**src/rtl/alu_ops_pkg.sv**
```systemverilog
// Shared ALU opcode set and datapath constants.
// Used by operand_issue and its register file.
package alu_ops_pkg;

  localparam int REG_W     = 8;
  localparam int NREGS_DEF = 8;

  typedef enum logic [3:0] {
    OP_ADD   = 4'd0,
    OP_SUB   = 4'd1,
    OP_AND   = 4'd2,
    OP_OR    = 4'd3,
    OP_XOR   = 4'd4,
    OP_SHIFT = 4'd5,
    OP_PASSA = 4'd6,
    OP_PASSB = 4'd7
  } alu_op_e;

  typedef struct packed {
    logic [3:0]       op;
    logic [REG_W-1:0] a;
    logic [REG_W-1:0] b;
    logic             sd;
  } alu_drv_t;

endpackage

```
**src/rtl/operand_issue_regfile.sv**
```systemverilog
// Architectural register file: two async reads, one sync write.
// Register 0 is hardwired to zero.
module operand_issue_regfile
  import alu_ops_pkg::*;
#(
  parameter int NREGS = NREGS_DEF,
  parameter int RA_W  = $clog2(NREGS)
) (
  input  logic             clk,
  input  logic             reset,
  input  logic [RA_W-1:0]  ra_a,
  input  logic [RA_W-1:0]  ra_b,
  output logic [REG_W-1:0] rd_a,
  output logic [REG_W-1:0] rd_b,
  input  logic             we,
  input  logic [RA_W-1:0]  wa,
  input  logic [REG_W-1:0] wd
);

  logic [REG_W-1:0] mem [NREGS];

  always_ff @(posedge clk or posedge reset) begin
    if (reset) begin
      for (int i = 0; i < NREGS; i++) begin
        mem[i] <= '0;
      end
    end else if (we && wa != '0) begin
      mem[wa] <= wd;
    end
  end

  assign rd_a = (ra_a == '0) ? '0 : mem[ra_a];
  assign rd_b = (ra_b == '0) ? '0 : mem[ra_b];

endmodule

```
**src/rtl/operand_issue.sv**
```systemverilog
// Operand read / issue stage feeding an external combinational ALU.
// Define OPERAND_ISSUE_FORWARD_EN to bypass alu_out instead of stalling.
module operand_issue
  import alu_ops_pkg::*;
#(
  parameter int NREGS = NREGS_DEF,
  parameter int RA_W  = $clog2(NREGS)
) (
  input  logic             clk,
  input  logic             reset,
  input  logic             instr_valid,
  output logic             instr_ready,
  input  logic [3:0]       instr_op,
  input  logic [RA_W-1:0]  instr_rd,
  input  logic [RA_W-1:0]  instr_rs,
  input  logic [RA_W-1:0]  instr_rt,
  input  logic [7:0]       instr_imm,
  input  logic             instr_use_imm,
  input  logic             instr_shift_dir,
  output logic [3:0]       alu_op,
  output logic [7:0]       alu_port_A,
  output logic [7:0]       alu_port_B,
  output logic             alu_shift_dir,
  input  logic [7:0]       alu_out,
  input  logic             alu_eq0,
  input  logic             ex_ready,
  output logic             iss_valid,
  output logic             zero_flag
);

  alu_drv_t         iss;
  logic [RA_W-1:0]  iss_rd;
  logic [REG_W-1:0] rf_a;
  logic [REG_W-1:0] rf_b;
  logic [REG_W-1:0] op_a;
  logic [REG_W-1:0] reg_b;
  logic [REG_W-1:0] op_b;
  logic             retire;
  logic             hit_a;
  logic             hit_b;
  logic             hazard_stall;
  logic             accept;

  assign retire = iss_valid && ex_ready;
  assign hit_a  = iss_rd != '0 && instr_rs == iss_rd;
  assign hit_b  = iss_rd != '0 && !instr_use_imm
               && instr_rt == iss_rd;

`ifdef OPERAND_ISSUE_FORWARD_EN
  assign hazard_stall = 1'b0;
  assign op_a  = (retire && hit_a) ? alu_out : rf_a;
  assign reg_b = (retire && hit_b) ? alu_out : rf_b;
`else
  assign hazard_stall = retire && (hit_a || hit_b);
  assign op_a  = rf_a;
  assign reg_b = rf_b;
`endif

  assign op_b = instr_use_imm ? instr_imm : reg_b;

  assign instr_ready = !reset && (!iss_valid || ex_ready)
                    && !hazard_stall;
  assign accept = instr_valid && instr_ready;

  always_ff @(posedge clk or posedge reset) begin
    if (reset) begin
      iss       <= '0;
      iss_rd    <= '0;
      iss_valid <= 1'b0;
      zero_flag <= 1'b0;
    end else begin
      if (retire) begin
        zero_flag <= alu_eq0;
      end
      if (accept) begin
        iss.op    <= instr_op;
        iss.a     <= op_a;
        iss.b     <= op_b;
        iss.sd    <= instr_shift_dir;
        iss_rd    <= instr_rd;
        iss_valid <= 1'b1;
      end else if (retire) begin
        iss_valid <= 1'b0;
      end
    end
  end

  assign alu_op        = iss.op;
  assign alu_port_A    = iss.a;
  assign alu_port_B    = iss.b;
  assign alu_shift_dir = iss.sd;

  operand_issue_regfile #(
    .NREGS (NREGS),
    .RA_W  (RA_W)
  ) u_regfile (
    .clk   (clk),
    .reset (reset),
    .ra_a  (instr_rs),
    .ra_b  (instr_rt),
    .rd_a  (rf_a),
    .rd_b  (rf_b),
    .we    (retire),
    .wa    (iss_rd),
    .wd    (alu_out)
  );

endmodule

```
**config.mk**
```make
export PLATFORM = sky130hd
export DESIGN_NAME = operand_issue
export DESIGN_NICKNAME = d
export VERILOG_FILES = /design/src/rtl/alu_ops_pkg.sv /design/src/rtl/operand_issue_regfile.sv /design/src/rtl/operand_issue.sv
export SDC_FILE = /design/constraint.sdc
export NUM_CORES = 1
export LEC_CHECK = 0
export BUFFER_PORTS_ARGS = -buffer_cell sky130_fd_sc_hd__buf_2
export CORE_AREA = 2 2 108 110
export DETAILED_ROUTE_END_ITERATION = 8
export DIE_AREA = 0 0 110 112
export HOLD_SLACK_MARGIN = 0.15
export SLEW_MARGIN = 20
export SYNTH_ARGS = -nofsm -noshare
export SYNTH_HDL_FRONTEND = slang
export SYNTH_HIERARCHICAL = 1
export SYNTH_SLANG_ARGS = --single-unit
```
**constraint.sdc**
```tcl
create_clock -name clk -period 2.55 [get_ports clk]
set_input_delay 0.1275 -clock clk [delete_from_list [all_inputs] [get_ports clk]]
set_output_delay 0.1275 -clock clk [all_outputs]
set_load 0.05 [all_outputs]
```
# Yosys cells after proc, flatten, opt, wreduce, memory -nomap -nowiden
# Cells that the tools add are included.
[classes]
order_cmp = 4
n_eq_ne = 2
muxes = 14
reduce_logical = 20
bitwise_logic = 3
[op_table]
columns = ["operator", "count"]
rows = [
  ["64-bit bitwise mux", 1],
  ["8-bit 2-to-1 mux", 8],
  ["8-bit binary-select mux with 3-bit select", 2],
  ["8-bit demux with 3-bit select", 1],
  ["4-bit greater-or-equal comparator (second input constant)", 3],
  ["3-bit inverter with 4-bit output", 3],
  ["1-bit logical AND", 10],
  ["3-bit == test", 2],
  ["3-bit logical NOT", 2],
  ["1-bit logical NOT", 4],
  ["4-bit by 1-bit < comparator with 1-bit output (second input constant)", 1],
  ["3-bit nonzero test", 1],
  ["1-bit logical OR", 2],
  ["1-bit 2-to-1 mux", 2],
  ["2-bit nonzero test", 1],
]
[word_totals]
reg_bits = 90
wordCells = 58

# Logic depth before layout (Yosys ltp)
[logic_depth]
ltp_word = 9
mapped_depth = 8
mapped_depth_nobuf = 5

# Modules after synthesis
# The synthesis kept the hierarchy.
[by_module_without_submodules]
columns = ["module", "seq_area_each_um2", "cells_per_inst", "n_inst", "area_per_inst_um2"]
rows = [
  ["operand_issue_regfile", 1401.3, 233, 1, 3183.1],
  ["operand_issue", 650.6, 79, 1, 1198.6],
]

# Least setup slack after synthesis
# Ideal clock, no wire load.
[synth_path]
path_kind = "register to register"
from = "reg iss_valid"
to = "reg iss (netlist bit alu_port_A[0])"
arrival_ns = 1.976
path_stages_with_launch = 6
slack_ns = 0.449
path_buffers = 1
cell_sequence = "dfrtp_1 -> and2_1 -> o31a_1 -> a2111oi_4 -> buf_6 -> mux2_2"
[synth_via]
elab_chain_len = 5
word_cells_on_any_way = 8
cone_classes = "reduce/logical: 8"
[synth_lines]
columns = ["element", "line", "text"]
rows = [
  ["start, declared", "operand_issue.sv:27", "output logic iss_valid,"],
  ["start signal, assigned", "operand_issue.sv:69", "iss_valid <= 1'b0;"],
  ["start signal, assigned", "operand_issue.sv:81", "iss_valid <= 1'b1;"],
  ["start signal, assigned", "operand_issue.sv:83", "iss_valid <= 1'b0;"],
  ["1-bit logical AND", "operand_issue.sv:44", "assign retire = iss_valid && ex_ready;"],
  ["net retire", "operand_issue.sv:38", "logic retire;"],
  ["1-bit logical AND", "operand_issue.sv:54", "assign hazard_stall = retire && (hit_a || hit_b);"],
  ["1-bit logical NOT", "operand_issue.sv:62", "&& !hazard_stall;"],
  ["1-bit logical AND", "operand_issue.sv:62", ""],
  ["1-bit logical AND", "operand_issue.sv:63", "assign accept = instr_valid && instr_ready;"],
  ["end, declared", "operand_issue.sv:31", "alu_drv_t iss;"],
]
# The timed path passes the listed nets, and every way through them passes these cells.
# A chain may end at the register's enable or synchronous reset.

# Worst setup path in the final report
[layout_path]
from = "reg iss_rd[2]"
to = "out instr_ready"
[layout_via]
elab_chain_len = 7
word_cells_on_any_way = 10
cone_classes = "eq/ne: 2; reduce/logical: 8"
[layout_lines]
columns = ["element", "line", "text"]
rows = [
  ["start, declared", "operand_issue.sv:32", "logic [RA_W-1:0] iss_rd;"],
  ["start signal, assigned", "operand_issue.sv:80", "iss_rd <= instr_rd;"],
  ["3-bit nonzero test", "operand_issue.sv:45, operand_issue.sv:46", ""],
  ["1-bit logical AND", "operand_issue.sv:46", "assign hit_b = iss_rd != '0 && !instr_use_imm"],
  ["1-bit logical AND", "operand_issue.sv:47", "&& instr_rt == iss_rd;"],
  ["1-bit logical OR *", "operand_issue.sv:54", ""],
  ["1-bit logical AND *", "operand_issue.sv:54", ""],
  ["1-bit logical NOT *", "operand_issue.sv:62", ""],
  ["1-bit logical AND *", "operand_issue.sv:62", ""],
  ["end, declared", "operand_issue.sv:12", "output logic instr_ready,"],
]
# Every way passes the cells marked *; elsewhere a longest branch is shown, timed or not.

==> out/results.ini <==
[drt]
routed_wl_mm=10.6
drtAntennaViolNets=0
drt-vias-per-instance=5.42
avgRoutedWirePerCell_um=19.6
dr.first_iter.drc_count=143
vias=2928
drt_first_pass_iters=4
route.detailed.drc=0

[sta]
tightest_slew_ps=927
worst_slack_ps=286
drv_slew=0
setup_tns_ps=0
rsz0062_at_grt=false
hold_violations=0
max_freq_mhz=442
final-setup-viol-count=0
min_period_ps=2260
finalCritPeriodShare_pct=88.8
max_slew_margin_pct=37.8
skew_ps=7.06

[worst_setup_path]
crit_buf_inv=1
crit_required_ps=2420
slowest_delay_ps=550
crit_path_end_kind=primary output
cpMaxStageDelayCell=dfrtp_1
critPathTopFamily=compound AO/OA/AOI/OAI gates
path_class=reg -> out
crit_chain=xor2_1, o41ai_2, a21oi_1, nor2b_1, buf_2
crit_fanout=11
arrival_ps=2140
critPathLaunchType=flip-flop

[pwr]
p_per_area_nw_per_um2=1070
internal-power_w=0.00371
power_frac_clock_pct=25.4
power_frac_comb_pct=33.8
netSwitchingFraction_pct=34.4
max-vdd-ir-drop_v=0.000512
seq_power_share_pct=40.8
p_switching_w=0.00195
p_leak_nw=2.41

[die]
rows=39
die-width_um=110
io_pins=60
die_h_um=112
die_area_sq_um=12300
coreArea_sq_um=11200
initial_core_util_pct=39.2

[layout]
fin_area_sq_um=5300
nets=428
nFillCells=977
drive_gt1_share_pct=50.1
diodes=0
area_growth_pct=20.9

[cts]
clock_sinks=82
htree_levels=3
clock_path_buffers=2
clk_latency_ps=330
cts_resized=0
clk_pin_slew_ps=60
cts_hold_buf=25
cts_tree=done
cts_made_buffers=9
root_buffer=clkbuf_16
post_cts_buffers=0

[grt]
track_usage_pct=18.9
antenna_found_initial=0
grt_max_degree=57
overflow=0
grt_pass1_vias=3098
grt_pass1_wl_mm=17.3

[run]
drv_cap=0

[yosys]
synth-seq-area-share_pct=46.8
yosys-top-cells-area=dfrtp_1, mux2_2, mux2i_1, a221oi_1, buf_6
syn_inst=312
async_flop_share_pct=100
synth-edff-count=0
netlist-cell-type-count=34
synth_warnings=6
syn-num-nets=348
syn_area_per_cell_sq_um=14.0
netlist_area_sq_um=4380
synth_top_area_share_pct=46.8
synth_ff_type=dfrtp_1
yosys.area.top_type=dfrtp_1
ys_seq_elements=82

[placement]
portBuffers=59
dpl_worst_slack_ps=381
gp_congestion=0.765
place_hpwl_mm=7.02
placed_area_sq_um=4710

[run_status]
status=completed

[worst_hold_path]
holdCritPathClass=in -> reg

## stage by stage
stage | hold slack (ps) | utilization (%) | power, W | instances
4_1_cts | 156 | 47.4 | 0.00571 | 540
2_1_floorplan | 168 | - | 0.00376 | 312
3_5_place_dp | 364 | 42.1 | 0.00422 | 499
5_1_grt | 155 | 47.4 | 0.00599 | 540
3_3_place_gp | 359 | 42.1 | 0.00416 | 499
6_report | 161 | 47.4 | 0.00566 | 540
## Yosys cell counts, types with 2 or more instances
cell type	instances
a21oi_1	3
mux2i_1	32
buf_6	9
inv_1	5
clkbuf_1	2
nand4b_2	3
nor2b_1	3
buf_12	2
dfrtp_1	82
and2_1	3
a31oi_1	2
mux2_2	104
buf_2	6
xnor2_1	3
buf_4	3
xor2_1	3
nand2_1	2
a22o_1	2
and2b_1	2
a221oi_1	27
## tightest hold or removal path, cell delays in order
cell	delay, ps
buf_2	80
nor2b_1	80
a21o_1	170
## state kept, by name, summed over array words and instances, names as in the netlist
| signal | flops |
|---|---|
| alu_port_A | 8 |
| zero_flag | 1 |
| iss_rd | 3 |
| alu_op | 4 |
| u_regfile/mem | 56 |
| alu_port_B | 8 |
| iss_valid | 1 |
| alu_shift_dir | 1 |
## cell type report
class                           instances  area [sq um]  area share, %
Multi-Input combinational cell        202          2100           39.7
Clock buffer                           11           253           4.77
Clock inverter                          5          85.1           1.61
Sequential cell                        82          2050           38.7
Tap cell                              143           179           3.38
Timing Repair Buffer                   92           606           11.4
Inverter                                5          18.8          0.354
## final timing paths
| kind | from | end | slack, ps | cells after the start |
|---|---|---|---|---|
| setup / recovery | iss_rd[2] | instr_ready | 290 | 5 |
| hold / removal | ex_ready | iss_valid | 160 | 3 |
| setup reg to reg | iss_rd[0] | alu_op[0] | 370 | 4 |
| hold reg to reg | alu_port_B[5] | alu_port_B[5] | 500 | 1 |
| max in group asynchronous | reset | u_regfile/mem[26] | 1450 | 4 |
| min in group asynchronous | reset | iss_rd[0] | 500 | 3 |
## cells in the final DEF (no fill, tap or decap), drive strengths merged
master and count:
a2111oi 1, a21o 1, a21oi 3, a221oi 28, a22o 2, a31oi 2, and2 3, and2b 3
and4bb 1, buf 67, bufinv 2, clkbuf 11, clkinv 2, clkinvlp 1, dfrtp 82, dlygate4sd3 25
inv 5, mux2 105, mux2i 32, nand2 3, nand3 1, nand4 1, nand4b 3, nor2b 3
nor3 1, nor4bb 1, o31a 1, o41ai 1, xnor2 3, xor2 3
## cell families after synthesis
group                  count (synthesis)  synth area share, %
multiplexers                         137                 34.3
flip-flops                            82                 46.8
AO/OA/AOI/OAI                         39                 8.14
buffers and inverters                 28                 5.14
AND/OR/NAND/NOR                       20                 4.40
XOR/XNOR                               6                 1.20
## routing by layer
layer	GRT usage (%)	routed length, um
met3	4.57	588
met1	26.4	4830
met4	7.00	245
met2	28.2	4930
met5	0	0
## power groups by stage
stage / sequential, W / clock (W) / combinational, W
3_5_place_dp: 0.00233 / 0 / 0.00189
5_1_grt: 0.00240 / 0.00154 / 0.00205
3_3_place_gp: 0.00230 / 0 / 0.00186
4_1_cts: 0.00231 / 0.00148 / 0.00193
2_1_floorplan: 0.00263 / 0 / 0.00113
6_report: 0.00231 / 0.00144 / 0.00191
(Power assumes the default switching activity.)
